### config.mk
export PLATFORM = sky130hd
export DESIGN_NAME = uart_rx
export DESIGN_NICKNAME = d
export VERILOG_FILES = /design/src/rtl/uart_rx.sv
export SDC_FILE = /design/constraint.sdc
export NUM_CORES = 1
export LEC_CHECK = 0
export CAP_MARGIN = 20
export CORE_UTILIZATION = 58
export CTS_BUF_LIST = sky130_fd_sc_hd__clkbuf_4 sky130_fd_sc_hd__clkbuf_8
export DETAILED_ROUTE_END_ITERATION = 10
export HOLD_SLACK_MARGIN = 0.03
export PLACE_DENSITY = 0.81
export SLEW_MARGIN = 20
export SYNTH_ARGS = -nofsm -noshare
export SYNTH_HDL_FRONTEND = slang
export SYNTH_SLANG_ARGS = --single-unit
export TNS_END_PERCENT = 50
### constraint.sdc
create_clock -name clk -period 2.7 [get_ports clk]
set_clock_uncertainty 0.05 [all_clocks]
set_input_delay 0.54 -clock clk [delete_from_list [all_inputs] [get_ports clk]]
set_output_delay 0.54 -clock clk [all_outputs]
set_load 0.01 [all_outputs]
### src/rtl/uart_rx.sv
// uart_rx: 8N1 UART receiver with 2-flop synchronizer, mid-bit start qualification and framing check.
// Define UART_RX_PARITY_EN to expect an even-parity bit after data bit 7 and drive parity_err.
module uart_rx #(
    parameter int CLK_FREQ_KHz  = 50000,
    parameter int BAUD_RATE_BPS = 115200
) (
    input  logic       clk,
    input  logic       rst,
    input  logic       rx,
    output logic [7:0] data,
    output logic       data_valid,
    output logic       frame_err,
    output logic       parity_err,
    output logic       rx_busy
);
    localparam int BIT_CLOCKS  = (CLK_FREQ_KHz * 1000) / BAUD_RATE_BPS;
    localparam int HALF_CLOCKS = BIT_CLOCKS / 2;
    localparam int CW          = $clog2(BIT_CLOCKS);

    typedef enum logic [2:0] {
        S_IDLE,
        S_START,
        S_DATA,
`ifdef UART_RX_PARITY_EN
        S_PARITY,
`endif
        S_STOP,
        S_WAIT
    } state_t;

    state_t          r_state, w_next;
    logic            r_s1, r_s2;
    logic [CW-1:0]   r_cnt;
    logic [2:0]      r_bits;
    logic [7:0]      r_shift;
    logic            w_tc, w_good, w_bad;

    always_ff @(posedge clk or posedge rst)
        if (rst) r_state <= S_IDLE;
        else     r_state <= w_next;

    always_comb begin
        w_tc   = (r_cnt == CW'(BIT_CLOCKS - 1));
        w_next = r_state;
        w_good = 1'b0;
        w_bad  = 1'b0;
        case (r_state)
            S_IDLE:   if (!r_s2) w_next = S_START;
            S_START: begin
                w_tc = (r_cnt == CW'(HALF_CLOCKS - 1));
                if (w_tc) w_next = r_s2 ? S_IDLE : S_DATA;
            end
`ifdef UART_RX_PARITY_EN
            S_DATA:   if (w_tc && r_bits == 3'd7) w_next = S_PARITY;
            S_PARITY: if (w_tc) w_next = S_STOP;
`else
            S_DATA:   if (w_tc && r_bits == 3'd7) w_next = S_STOP;
`endif
            S_STOP: if (w_tc) begin
                w_good = r_s2;
                w_bad  = !r_s2;
                w_next = r_s2 ? S_IDLE : S_WAIT;
            end
            S_WAIT:   if (r_s2) w_next = S_IDLE;
            default:  w_next = S_IDLE;
        endcase
    end

    always_ff @(posedge clk or posedge rst)
        if (rst) begin
            r_s1       <= 1'b1;
            r_s2       <= 1'b1;
            r_cnt      <= '0;
            r_bits     <= '0;
            r_shift    <= '0;
            data       <= '0;
            data_valid <= 1'b0;
            frame_err  <= 1'b0;
        end else begin
            r_s1       <= rx;
            r_s2       <= r_s1;
            r_cnt      <= (r_state == S_IDLE || w_next != r_state || w_tc) ? '0 : r_cnt + 1'b1;
            data_valid <= w_good;
            frame_err  <= w_bad;
            if (w_good) data <= r_shift;
            // the 3-bit counter wraps 7 -> 0 as the last data bit is shifted in
            if (r_state == S_DATA && w_tc) begin
                r_shift <= {r_s2, r_shift[7:1]};
                r_bits  <= r_bits + 1'b1;
            end
        end

`ifdef UART_RX_PARITY_EN
    logic r_par;
    always_ff @(posedge clk or posedge rst)
        if (rst) begin
            r_par      <= 1'b0;
            parity_err <= 1'b0;
        end else begin
            if (r_state == S_PARITY && w_tc) r_par <= r_s2;
            parity_err <= w_good & (^r_shift ^ r_par);
        end
`else
    assign parity_err = 1'b0;
`endif

    assign rx_busy = (r_state != S_IDLE);
endmodule

==> qor.txt <==
area of the mapped netlist = 1558 um^2
Critical-path top delay cell = dfrtp_1
Sum Neg Setup Slack = 0 ns
fin crit share = 85.94%
Inserted Diodes = 0
WP data arrival = 1.73 ns
# IOs = 15
1st-iter DRT viols = 19
post-synth cell types = 32
ratio of cells with drive above 1 in the final layout = 18.62%
Lkg Pwr = 0.8527 nW
Die ar. = 2897 um^2
HPWL after DPL = 1.702 mm
Mapped Avg Cell Area = 11.98 um^2
Clock Path Buffers = 2
Peak VDD IR = 0.6169 mV
CP Capture Type = primary output
dpl cell area = 1702 um^2
Yosys top cell area share = 53.01%
pin count of the biggest net entering global routing = 36
vias per cell = 5.760
Design Power = 1.010 mW
DR WL/cell = 14.79 um
Synth Register Bits = 35
critical path type = reg2out
Hold-fix buffers, CTS = 0
Finish-stage setup viols = 0
post-synth top area cell = dfrtp_1
most common cell in the netlist = dfrtp_1
Clk Latency, worst-skew pair = 0.35 ns
Worst Path Max Fanout = 9
Max Cap Viol = 0
Clock Sinks = 35
initial antenna violation count = 0
top cells by count, synth = dfrtp_1, mux2_2, nor3_1
htree depth = 2
Die Y = 53.83 um
Startpoint Class = flip-flop
Rel. slew slack = 60.91%
prevailing post-synth register cell = dfrtp_1
DR DRC count = 0
CP Cell Sequence = or3_1 -> clkdlybuf4s50_1
Setup Buffers After CTS = 0
Crit path buffers/inverters = 1
sequential area share after synthesis = 56.39%
Synthesis Warnings = 0
Port Buffers = 13
Core Box Area = 2500 um^2
Pins Over Slew Limit = 0
Syn Inst Count = 130
ys async rst share = 100.0%
synth top area cells = dfrtp_1, mux2_2, nor3_1, ha_1, dfstp_2
Top delay family on crit path = flip-flops
CTS tree = built
CTS resizes = 0
Clock transition at path regs = 0.10 ns
run status = finished clean
Row Count = 18
via count = 1008
slowest stage delay, CP = 0.49 ns
fin crit period = 2.320 ns
fmax = 431.0 MHz
nets = 152
DRT antenna net count = 0
Post-synth EDFFs = 0
GRT Resource Usage Total = 21.46%
gr ovfl total = 0
Final Cell Area = 1807 um^2
WP data required = 2.11 ns
Initial DRT Pass Iterations = 4
CTS buffer count = 5
CTS root buf = clkbuf_4
Cell Pwr Density = 559.2 nW/um^2
first-pass GRT wire length = 4.195 mm
Placer Congestion = 0.8402
Final Hold Viols = 0
RSZ-0062 raised after global routing = false
Slew @ Worst Pin = 0.5848 ns
Chip Width = 53.83 um
number of global-route vias before repair = 997
Post-Syn Nets = 138
worst min path class = reg2reg
Initial Utilization = 62.31%
Routed WL = 2.588 mm
area grow syn2layout = 15.98%
==> per-stage QoR <==
step	hold WS (ns)	util, %	std cells	setup slack (ns)
finish	0.3123	72.27	175	0.3796
global route	0.3209	72.27	175	0.2858
CTS	0.3150	72.27	175	0.3528
detailed placement	0.2994	68.07	167	0.5239
global placement	0.2986	68.07	167	0.6396
floorplan	0.2952	-	130	0.7137
==> sequential cells by signal (all words and copies together), names as in the netlist <==
signal      flops
r_shift         8
r_cnt           9
frame_err       1
r_bits          3
r_s1            1
data            8
data_valid      1
r_state         3
r_s2            1
==> final cells by class <==
cell class,count,area (um^2)
Clock inverter,3,67.56
Clock buffer,5,37.54
Fill cell,177,693.2
Inverter,6,22.52
Tap cell,30,37.54
Multi-Input combinational cell,82,625.6
Sequential cell,35,878.3
Timing Repair Buffer,14,137.6
==> cell usage in the layout (no fill, tap or decap), drive strengths merged, types with 2 or more instances in the layout <==
master / netlist / layout
inv: 6 / 6
bufinv: 0 / 2
nand3: 5 / 5
clkbuf: 4 / 5
xor2: 3 / 3
nand4: 3 / 3
ha: 5 / 5
xnor2: 5 / 5
dfstp: 2 / 2
a31oi: 2 / 2
nand2: 5 / 5
or3: 3 / 3
dfrtp: 33 / 33
nor2: 6 / 6
clkdlybuf4s50: 0 / 13
o21ai: 2 / 2
mux2: 18 / 18
nor3: 13 / 13
==> worst paths after layout <==
| kind | slack [ns] | start | cells after the start | to |
|---|---|---|---|---|
| max | 0.38 | r_state[2]$_DFF_PP0_ | 2 | rx_busy |
| min in group asynchronous | 0.52 | rst | 3 | r_shift[1]$_DFFE_PP0P_ |
| max in group asynchronous | 1.73 | rst | 3 | r_s1$_DFF_PP1_ |
| max reg2reg | 0.51 | r_cnt[0]$_DFF_PP0_ | 6 | r_cnt[1]$_DFF_PP0_ |
| min | 0.31 | r_s1$_DFF_PP1_ | 0 | r_s2$_DFF_PP1_ |
| min reg2reg | 0.31 | r_s1$_DFF_PP1_ | 0 | r_s2$_DFF_PP1_ |
==> power by group <==
group          total [mW]  internal [mW]  switching, mW
combinational      0.0144        0.00371         0.0107
sequential          0.529          0.527        0.00208
clock               0.467          0.288          0.179
total                1.01          0.818          0.192
==> cells by family after synthesis <==
family	count (synthesis)	synth area share (%)
and+or+nand+nor	42	14.54
xor gates and xnor gates	8	4.498
other	1	0.2407
adders and majority gates	5	4.016
muxes	19	13.90
buffers and inverters	13	3.453
DFF	35	56.39
AOI/OAI and AO/OA	7	2.972
==> layer usage <==
metal,track usage (%),vias up,part of all wire [%]
met3,6.215,2,5.2
met2,31.28,37,47
met5,0,-,0
met4,16.67,0,0.97
li1,-,483,-
met1,26.52,486,47
No activity file was read; power rests on OpenSTA's default activity.
==> RTL edit: new RTL, same flow settings <==
Encoding of `state_t`: now one-hot (5 bits for 5 states).
--- a/src/rtl/uart_rx.sv
+++ b/src/rtl/uart_rx.sv
@@ -17,15 +17,15 @@
     localparam int HALF_CLOCKS = BIT_CLOCKS / 2;
     localparam int CW          = $clog2(BIT_CLOCKS);
 
-    typedef enum logic [2:0] {
-        S_IDLE,
-        S_START,
-        S_DATA,
+    typedef enum logic [4:0] {
+        S_IDLE  = 5'b00001,
+        S_START = 5'b00010,
+        S_DATA  = 5'b00100,
 `ifdef UART_RX_PARITY_EN
         S_PARITY,
 `endif
-        S_STOP,
-        S_WAIT
+        S_STOP  = 5'b01000,
+        S_WAIT  = 5'b10000
     } state_t;
 
     state_t          r_state, w_next;
Behaviour: no difference found for any inputs over 10 cycles, from zero or initial values and one cycle with rst high; not proved beyond that.
==> RTL edit against the original RTL <==
  * Sequential cell count rose by 2
  * Critical path type unchanged
  * Critical path depth rose by 1
  * Routed wire length rose by 26%
  * Synthesized area rose by 21%
  * Cell area rose by 16%
  * Setup slack got worse by 0.12 ns
Power is not compared: it rests on default switching activity, and its combinational part moved more than twofold at a synthesized area within 25%.
==> RTL edit: results (changes against the original RTL) <==
----------------------------------------------------
[Placement]
  Final weighted congestion in routability-driven placement ... 0.9237 (+9.9%)
  Inst Count DP ... 216 (+29%)
  Setup slack after placement ... 0.4790 ns (-0.04491 ns)
  Cell Area, Placed ... 0.002032 mm² (+19%)
  Detailed placer's ending HPWL ... 2312 µm (+36%)

[Yosys]
  Mean area per synthesized cell ... 11.45 µm² (-4.4%)
  Mux contribution to synthesized area ... 11.39% (-2.5 points)
  Compound-gate portion of the synthesized area ... 7.595% (+4.6 points)
  Post-Synthesis Net Count ... 172 (+25%)
  Area share of fa/ha/maj cells after synthesis ... 3.331% (-0.68 points)
  Synth Area in XOR/XNOR ... 4.664% (+0.17 points)
  Commonest cells post-synth ... sky130_fd_sc_hd__dfrtp_1, sky130_fd_sc_hd__mux2_2, sky130_fd_sc_hd__nand2_1
  Part of the Yosys area used for sequential elements ... 49.50% (-6.9 points)
  Area contributors post-synth ... sky130_fd_sc_hd__dfrtp_1, sky130_fd_sc_hd__mux2_2, sky130_fd_sc_hd__dfstp_2
  Yosys cell types ... 41 (+28%)

[Worst setup path]
  Cell with the biggest individual delay on the critical path ... sky130_fd_sc_hd__clkdlybuf4s50_1
  Worst-path maximum fanout ... 7 (-2)
  Max incr delay on CP ... 0.50 ns
  CP arrival ... 1.85 ns (+0.12 ns)

[Finish]
  Final instance count without filler cells ... 224 (+28%)
  Area growth syn-to-layout ... 11.46%

[GRT]
  Pin count of the biggest net entering global routing ... 38 (+5.6%)
  Total global-route track usage ... 22.87% (+1.4 points)
  First-pass GRT wire length ... 5733 µm (+37%)
  Via count of the first global-routing pass ... 1257 (+26%)

[Run status]
  Result of the run ... complete, no violations

[Routing]
  Final wirelength ... 3265 µm (+26%)
  Starting DRC count in detailed routing ... 111 (+92)

[Clock tree]
  Clock insertion delay at the later pin of the skew report ... 0.34 ns

[STA]
  Slew headroom ... 57.12% (-3.8 points)

----------------------------------------------------
==> RTL edit: final timing paths <==
path                       slack [ns]  depth (start not counted)    endpoint       start
max in group asynchronous        1.72                          3        r_s2         rst
min reg2reg                      0.31                          0        r_s2        r_s1
max                              0.26                          3     rx_busy  r_state[4]
min in group asynchronous        0.54                          3   r_bits[2]         rst
min                              0.31                          0        r_s2        r_s1
max reg2reg                      0.47                          5  r_shift[2]    r_cnt[0]
==> RTL edit: worst max-delay path, delay by kind of cell, from the launching register on <==
family	cells	cell delay, ns
AND/OR/NAND/NOR	2	0.55
buffers and inverters	1	0.50
flip-flops	1	0.47
==> RTL edit: cell families (layout without fill, tap and decap cells) <==
logic type,Yosys count,in the layout
adders and majority gates,5,5
xor gates and xnor gates,10,10
DFF,37,37
muxes,19,19
buffers and inverters,12,28
other,1,1
AOI/OAI and AO/OA,16,16
and+or+nand+nor,64,64
==> RTL edit: power by group through the flow <==
stage | clock network (mW) | registers, mW | logic (mW)
2_1_floorplan | 0 | 0.622 | 0.373
3_3_place_gp | 0 | 0.666 | 0.386
3_5_place_dp | 0 | 0.671 | 0.395
4_1_cts | 0.308 | 0.660 | 0.397
5_1_grt | 0.331 | 0.671 | 0.438
6_report | 0.293 | 0.659 | 0.397
==> RTL edit: area by class of cell <==
type                    count  area (µm²)
clock inverters             1       8.758
repair buffers             14       137.6
multi-input cells         115       887.1
well taps                  44       55.05
fillers                   239       959.7
inverters                   6       22.52
flip-flops and latches     37       929.6
clock buffers               7       52.55
==> RTL edit: per-layer routing <==
metal  track usage, %  routed length, µm  vias up
met5                0                  0        -
met4            8.844                 58        0
met3            7.912                106        7
met2            36.20               1608       23
met1            28.95               1491      629
li1                 -                  -      612
